`src/rtl/lru_feeder.sv`:
```
// Transmit side of the LRU buffer valid_data/data link: FIFO of pushed words replayed as
// HOLD_CYC-wide valid_data pulses separated by at least GAP_CYC low cycles. Optional LRU_FEEDER_DEDUP_EN.
module lru_feeder #(
    parameter int WIDTH    = 12,
    parameter int DEPTH    = 8,
    parameter int HOLD_CYC = 1,
    parameter int GAP_CYC  = 1
) (
    input  logic             clk,
    input  logic             rst,
    input  logic             push,
    input  logic [WIDTH-1:0] push_data,
    output logic             full,
    output logic             empty,
    output logic [WIDTH-1:0] data,
    output logic             valid_data,
    output logic             busy,
    output logic [7:0]       sent_count
`ifdef LRU_FEEDER_DEDUP_EN
    ,
    output logic [7:0]       dup_count
`endif
);

    localparam int PW   = (DEPTH > 1) ? $clog2(DEPTH) : 1;
    localparam int CNTW = $clog2(DEPTH + 1);
    localparam int MAXC = (HOLD_CYC > GAP_CYC) ? HOLD_CYC : GAP_CYC;
    localparam int CW   = (MAXC > 1) ? $clog2(MAXC) : 1;

    typedef enum logic [1:0] {IDLE, HOLD, GAP} state_t;

    logic [WIDTH-1:0] mem [DEPTH];
    logic [PW-1:0]    wr_ptr, rd_ptr;
    logic [CNTW-1:0]  count;
    logic             push_ok, pop;
    logic [WIDTH-1:0] head;

    assign full    = (count == CNTW'(DEPTH));
    assign empty   = (count == '0);
    assign push_ok = push && !full;
    assign head    = mem[rd_ptr];

    always_ff @(posedge clk) begin
        if (push_ok) mem[wr_ptr] <= push_data;
    end

    // DEPTH is a power of two, so pointer overflow is the modulo wrap.
    always_ff @(posedge clk) begin
        if (rst) begin
            wr_ptr <= '0;
            rd_ptr <= '0;
            count  <= '0;
        end else begin
            if (push_ok) wr_ptr <= wr_ptr + PW'(1);
            if (pop)     rd_ptr <= rd_ptr + PW'(1);
            case ({push_ok, pop})
                2'b10:   count <= count + CNTW'(1);
                2'b01:   count <= count - CNTW'(1);
                default: count <= count;
            endcase
        end
    end

    state_t           state, state_n;
    logic [CW-1:0]    cnt, cnt_n;
    logic [WIDTH-1:0] data_n;
    logic             vld_n, launch, is_dup;
    logic [7:0]       sent_n;
`ifdef LRU_FEEDER_DEDUP_EN
    logic [7:0]       dup_n;
`endif

    always_ff @(posedge clk) begin
        if (rst) begin
            state      <= IDLE;
            cnt        <= '0;
            data       <= '0;
            valid_data <= 1'b0;
            sent_count <= 8'd0;
`ifdef LRU_FEEDER_DEDUP_EN
            dup_count  <= 8'd0;
`endif
        end else begin
            state      <= state_n;
            cnt        <= cnt_n;
            data       <= data_n;
            valid_data <= vld_n;
            sent_count <= sent_n;
`ifdef LRU_FEEDER_DEDUP_EN
            dup_count  <= dup_n;
`endif
        end
    end

    always_comb begin
        state_n = state;
        cnt_n   = cnt;
        data_n  = data;
        vld_n   = valid_data;
        sent_n  = sent_count;
        pop     = 1'b0;
        launch  = 1'b0;
`ifdef LRU_FEEDER_DEDUP_EN
        dup_n   = dup_count;
        is_dup  = (head == data) && (sent_count != 8'd0);
`else
        is_dup  = 1'b0;
`endif
        case (state)
            IDLE: begin
                vld_n  = 1'b0;
                launch = !empty;
            end
            HOLD: begin
                if (cnt != '0) begin
                    cnt_n = cnt - CW'(1);
                end else begin
                    vld_n   = 1'b0;
                    cnt_n   = CW'(GAP_CYC - 1);
                    state_n = GAP;
                end
            end
            GAP: begin
                if (cnt != '0)  cnt_n   = cnt - CW'(1);
                else if (!empty) launch = 1'b1;
                else            state_n = IDLE;
            end
            default: state_n = IDLE;
        endcase
        if (launch) begin
            pop = 1'b1;
            if (is_dup) begin
                // Repeat of the word already on the bus: drop it silently, re-arbitrate from IDLE.
                vld_n   = 1'b0;
                state_n = IDLE;
`ifdef LRU_FEEDER_DEDUP_EN
                dup_n   = dup_count + 8'd1;
`endif
            end else begin
                data_n  = head;
                vld_n   = 1'b1;
                cnt_n   = CW'(HOLD_CYC - 1);
                state_n = HOLD;
                sent_n  = sent_count + 8'd1;
            end
        end
    end

    assign busy = (state != IDLE);

endmodule

```
`config.mk`:
```
export PLATFORM = sky130hd
export DESIGN_NAME = lru_feeder
export DESIGN_NICKNAME = d
export VERILOG_FILES = /design/src/rtl/lru_feeder.sv
export SDC_FILE = /design/constraint.sdc
export NUM_CORES = 1
export LEC_CHECK = 0
export CORE_UTILIZATION = 35
export DETAILED_ROUTE_END_ITERATION = 6
export DONT_BUFFER_PORTS = 1
export SKIP_LAST_GASP = 1
export SYNTH_ARGS = -nofsm -noshare
export SYNTH_HDL_FRONTEND = slang
export SYNTH_SLANG_ARGS = --single-unit
```
`constraint.sdc`:
```
create_clock -name clk -period 3.5 [get_ports clk]
set_input_delay 0.7 -clock clk [delete_from_list [all_inputs] [get_ports clk]]
set_output_delay 0.7 -clock clk [all_outputs]
set_load 0.01 [all_outputs]
```
==> impl_metrics.ini, run 1 <==
[status]
status = completed

[critical_path]
start_kind = flip-flop
cp.required_ns = 3.80
r2r_start = count[0]
cp_data_arrival_time_ns = 3.01
crit_path_cell_trace = or4_4 -> inv_2 -> nor2_8 -> ha_1 -> nor4b_1 -> o21ai_0 -> o31ai_1 -> mux2_2
crit_slowest_cell = or4_4
cp-end-kind = flip-flop
path_class = flip-flop to flip-flop
crit_fanout = 19
slowest_delay_ns = 0.57
crit_start = count[0]

[synth]
syn_area_per_cell_um2 = 16.7
syn_inst = 303
synth_edf_count = 96
yosysTopAreaCellShare_pct = 56.9
synthTopCellsByArea = edfxtp_1 57%, dfxtp_1 13%, mux4_2 11%
synth.yosys.warnings = 0
yosysTopAreaCell = edfxtp_1
synth_common_cells = 96 x edfxtp_1, 33 x dfxtp_1, 30 x nor2_1
synth_area_um2 = 5070
ys_seq_elements = 129
yosysMostFrequentCell = edfxtp_1
ys_types = 41
synth_top_flop_cell = edfxtp_1
ys_seq_area_share_pct = 69.9
async_flop_share_pct = 0
synth_fp_nets = 324

[pwr]
pwr-share-seq_pct = 42.5
p_int_mw = 3.29
p_comb_share_pct = 21.5
irDropWorstVdd_mv = 0.340
switchingPower_mw = 1.34
totalPowerFinal_mw = 4.63
clock_power_share_pct = 36.1
power_leakage_nw = 1.90
power_switching_share_pct = 28.9
power_density_nw_per_um2 = 794

[detailed_routing]
drt_pass1_iterations = 4
drt_iter0_drc = 145
routedWlPerCell_um = 18.7
via_count = 2595
finalWirelength_um = 9490
antenna_left = 0
vias_per_cell = 5.12
post-route-drc-count = 0

[clock_network]
hold_buffers = 0
root_buffer = clkbuf_16
cts-resized-gates = 0
clock_path_buffers = 2
numCtsBuffers = 17
post-cts-setup-buffers = 0
clock_sinks = 129
htree_levels = 4
clk_latency_ns = 0.41
clk_pin_slew_ns = 0.05
cts_tree = built

[layout]
area_growth_syn_to_layout_pct = 15.2
drive_above_1_share_pct = 26.9
layout.area.seq_um2 = 3540
fillers = 1262
design_area_um2 = 5840
num_antenna_cells = 0
multi_input_area_um2 = 1410
fin_nets = 335
final_core_util_pct = 41.7

[sta]
setup_violations = 0
clock.fmax_mhz = 369
finalCritPeriodShare_pct = 77.5
hold_viol_final = 0
tightest_slew_ns = 0.525
maxSlewHeadroom_pct = 65.0
grt_setup_unrepaired = false
fin_crit_ns = 2.71
finalSetupTns_ns = 0
finalWorstSetupSlack_ns = 0.788
maxSlewViolCount = 0
fin_worst_skew_ns = 0.0105

[floorplan]
die_y_um = 122
die_w_um = 122
io_pins = 39
rows = 43
start_util_pct = 36.2
coreArea_um2 = 14000
die-area_um2 = 15000

[placed_design]
post_dp_cell_area_um2 = 5270
dpl.hpwl_um = 5790
place.gp.congestion = 0.710
dp_slack_ns = 0.809
numPortBuffers = 0

[run]
maxCapViolCount = 0

[min_path]
worst_hold_path_type = primary input to flip-flop
hp-start = rst

[global_routing]
grt_usage_pct = 13.8
grt_pass1_vias = 2577
antenna_found_initial = 0
gr-total-overflow = 0
grt_max_degree = 35
grt_pass1_wl_um = 14400
metal layers:
| metal | GRT usage, % | vias up | part of all wire [%] |
|---|---|---|---|
| li1 | - | 1194 | - |
| met1 | 16.4 | 1321 | 43 |
| met2 | 21.8 | 66 | 49 |
| met3 | 5.58 | 14 | 6.2 |
| met4 | 6.78 | 0 | 1.8 |
| met5 | 0 | - | 0 |
stage by stage:
stage	std cells	hold WS [ns]
2_1_floorplan	303	0.433
3_3_place_gp	475	0.450
3_5_place_dp	475	0.467
4_1_cts	507	0.336
5_1_grt	507	0.339
6_report	507	0.357
worst paths after layout:
| path | endpoint | slack, ns | cells past startpoint |
|---|---|---|---|
| min | wr_ptr[1] | 0.36 | 1 |
| max reg2reg | count[3] | 0.79 | 8 |
| max | count[3] | 0.79 | 8 |
| min reg2reg | state[1] | 0.47 | 1 |
sequential cells by signal (all words and copies together) (netlist names):
signal      count
sent_count      8
count           4
mem            96
state           2
wr_ptr          3
rd_ptr          3
valid_data      1
data           12
layout make-up:
type | instances | share of cell area, %
Tap cell | 180 | 3.86
Inverter | 3 | 0.193
Sequential cell | 129 | 60.7
Timing Repair Buffer | 10 | 1.29
Clock buffer | 18 | 7.35
Clock inverter | 14 | 2.42
Multi-Input combinational cell | 153 | 24.2
placed cells by master, fill, tap and decap left out, drive strengths merged, types with 2 or more instances in the layout:
cell / n
a21oi: 6
bufinv: 2
nor2: 31
nor4b: 2
clkbuf: 18
or3: 2
dfxtp: 33
clkinv: 6
nor3: 21
nand2: 9
inv: 4
ha: 6
o21ai: 5
xor2: 7
nand3: 7
xnor2: 7
nor4: 2
edfxtp: 96
clkinvlp: 5
buf: 10
o22ai: 12
nand2b: 2
nor2b: 2
mux4: 24
worst max-delay path, delay by kind of cell (launching register included):
kind / cells / cell delay (ns)
AND/OR/NAND/NOR: 3 / 1.04
adder cells (fa/ha/maj): 1 / 0.41
multiplexers: 1 / 0.36
AO/OA/AOI/OAI: 2 / 0.21
buffers and inverters: 1 / 0.24
flip-flops: 1 / 0.35
power by group through the flow:
stage                     logic [mW]  registers, mW  clock network, mW
after floorplan                0.918           1.94                  0
after global placement         0.996           2.00                  0
after detailed placement        1.01           2.00                  0
after CTS                       1.01           1.97               1.70
after global routing            1.10           1.99               1.77
final                          0.994           1.97               1.67
cell families (layout without fill, tap and decap cells):
logic type               after synthesis  count (layout)  synth area share (%)
buffers and inverters                 21              45                  2.79
flip-flops                           129             129                  69.9
multiplexers                          26              26                  11.1
AND/OR/NAND/NOR                       83              83                  9.53
adder cells (fa/ha/maj)                6               6                  1.48
AO/OA/AOI/OAI                         24              24                  2.79
XOR/XNOR                              14              14                  2.42
(Power assumes the default switching activity.)
==> run 2, diff against run 1 <==
==> constraint.sdc (replaced) <==
create_clock -name clk -period 2.7 [get_ports clk]
set_input_delay 0.54 -clock clk [delete_from_list [all_inputs] [get_ports clk]]
set_output_delay 0.54 -clock clk [all_outputs]
set_load 0.01 [all_outputs]
==> impl_metrics.ini, run 2 (synthesis gave the netlist of run 1 again) <==
[pwr]
irDropWorstVdd_mv = 0.479
p_comb_share_pct = 21.8
p_int_mw = 4.37
power_switching_share_pct = 28.1
pwr-share-seq_pct = 42.0
power_leakage_nw = 1.93
clock_power_share_pct = 36.2
switchingPower_mw = 1.71
power_density_nw_per_um2 = 1040

[min_path]
holdPathEnd = data[7]
hp-start = rst
worst_hold_path_type = primary input to flip-flop
hold_depth = 1

[critical_path]
cp.required_ns = 3.02
start_kind = flip-flop
r2r_start = count[0]
cp-end-kind = flip-flop
regToRegEndpoint = count[2]
r2r_slack_ns = 0.11
crit_start = count[0]
cp_data_arrival_time_ns = 2.91
reg2reg_depth = 10
crit_path_cell_trace = or4_4 -> inv_2 -> nor2_8 -> ha_1 -> xor2_1 -> ha_1 -> a21oi_1 -> xor2_1 -> or3_1 -> a21oi_1
crit_slowest_cell = or4_4
critPathTopFamily = simple AND/OR/NAND/NOR gates
slowest_delay_ns = 0.57
path_class = flip-flop to flip-flop
cp_num_buf_inv = 1
crit_fanout = 19

[placed_design]
dp_slack_ns = 0.151
dp_cells = 479
dpl.hpwl_um = 5760
post_dp_cell_area_um2 = 5300
numPortBuffers = 0
place.gp.congestion = 0.722

[sta]
hold_viol_final = 0
maxSlewHeadroom_pct = 68.8
finalCritPeriodShare_pct = 96.0
finalSetupTns_ns = 0
fin_crit_ns = 2.59
tightest_slew_ns = 0.467
fin_worst_skew_ns = 0.00992
maxSlewViolCount = 0
finalWorstSetupSlack_ns = 0.107
grt_setup_unrepaired = false
setup_violations = 0
clock.fmax_mhz = 386

[layout]
largest_reg_flops = 96
fin_nets = 339
mostFrequentLayoutCells = 96 x edfxtp_1, 32 x dfxtp_1, 30 x nor2_1
fillers = 1254
stdcell_count = 510
design_area_um2 = 5870
final_common_cell = edfxtp_1
largest-register = mem
num_antenna_cells = 0
reg_top3 = mem (96), data (12), sent_count (8)
drive_above_1_share_pct = 27.6
area_growth_syn_to_layout_pct = 15.8

[floorplan]
rows = 43
start_util_pct = 36.2
die_y_um = 122
io_pins = 39
coreArea_um2 = 14000
die-area_um2 = 15000
die_w_um = 122

[run]
maxCapViolCount = 0

[status]
status = completed

[detailed_routing]
finalWirelength_um = 9440
post-route-drc-count = 0
drt_pass1_iterations = 4
antenna_left = 0
vias_per_cell = 5.06
drt_iter0_drc = 188
routedWlPerCell_um = 18.5
via_count = 2580

[clock_network]
clock_path_buffers = 2
clk_pin_slew_ns = 0.05
numCtsBuffers = 17
htree_levels = 4
post-cts-setup-buffers = 0
hold_buffers = 0
clock_sinks = 129
cts_tree = built
root_buffer = clkbuf_16
clk_latency_ns = 0.41
cts-resized-gates = 0

[global_routing]
gr-total-overflow = 0
antenna_found_initial = 0
grt_pass1_wl_um = 14600
grt_pass1_vias = 2621
grt_usage_pct = 13.8
grt_max_degree = 35
## run 2: cell type report
type | count | area (um2) | share of cell area (%)
clock buffers | 18 | 429 | 7.31
inverters | 3 | 11.3 | 0.192
multi-input cells | 153 | 1410 | 24.0
repair buffers | 14 | 105 | 1.79
flip-flops and latches | 129 | 3540 | 60.4
well taps | 180 | 225 | 3.84
clock inverters | 13 | 145 | 2.47
## run 2: through the flow
| stage | hold slack (ns) | power [mW] | util, % |
|---|---|---|---|
| after floorplan | 0.433 | 3.70 | - |
| after global placement | 0.446 | 3.91 | 37.9 |
| after detailed placement | 0.455 | 3.93 | 37.9 |
| after CTS | 0.175 | 6.16 | 42.0 |
| after global routing | 0.180 | 6.38 | 42.0 |
| final | 0.206 | 6.08 | 42.0 |
## run 2: how the worst max path moves through the flow
stage / endpoint / slack, ns / cells past startpoint
2_1_floorplan: count[3] / 0.06 / 12
3_3_place_gp: count[3] / 0.22 / 8
3_5_place_dp: count[2] / 0.15 / 10
4_1_cts: count[2] / 0.15 / 10
5_1_grt: count[3] / 0.02 / 8
6_report: count[2] / 0.11 / 10
## run 2: metal layers
layer / up-vias / wire (um) / part of all wire [%] / track usage, %
li1: 1196 / - / - / -
met1: 1295 / 4000 / 42 / 16.5
met2: 74 / 4590 / 49 / 21.5
met3: 15 / 688 / 7.3 / 5.07
met4: 0 / 162 / 1.7 / 7.47
met5: - / 0 / 0 / 0
## run 2: power by group through the flow
stage	Combinational, mW	Clock [mW]	Sequential, mW
after detailed placement	1.34	0	2.59
final	1.33	2.20	2.55
after floorplan	1.19	0	2.51
after global placement	1.32	0	2.58
after global routing	1.46	2.34	2.58
after CTS	1.35	2.26	2.56
==> run 3, diff against run 2 <==
--- a/config.mk
+++ b/config.mk
@@ -9,6 +9,8 @@
 export DETAILED_ROUTE_END_ITERATION = 6
 export DONT_BUFFER_PORTS = 1
 export SKIP_LAST_GASP = 1
+export SLEW_MARGIN = 30
 export SYNTH_ARGS = -nofsm -noshare
 export SYNTH_HDL_FRONTEND = slang
 export SYNTH_SLANG_ARGS = --single-unit
+export TNS_END_PERCENT = 30
==> results of run 3 <==
Same layout as run 2: the final DEF is identical, and so are final timing and power.
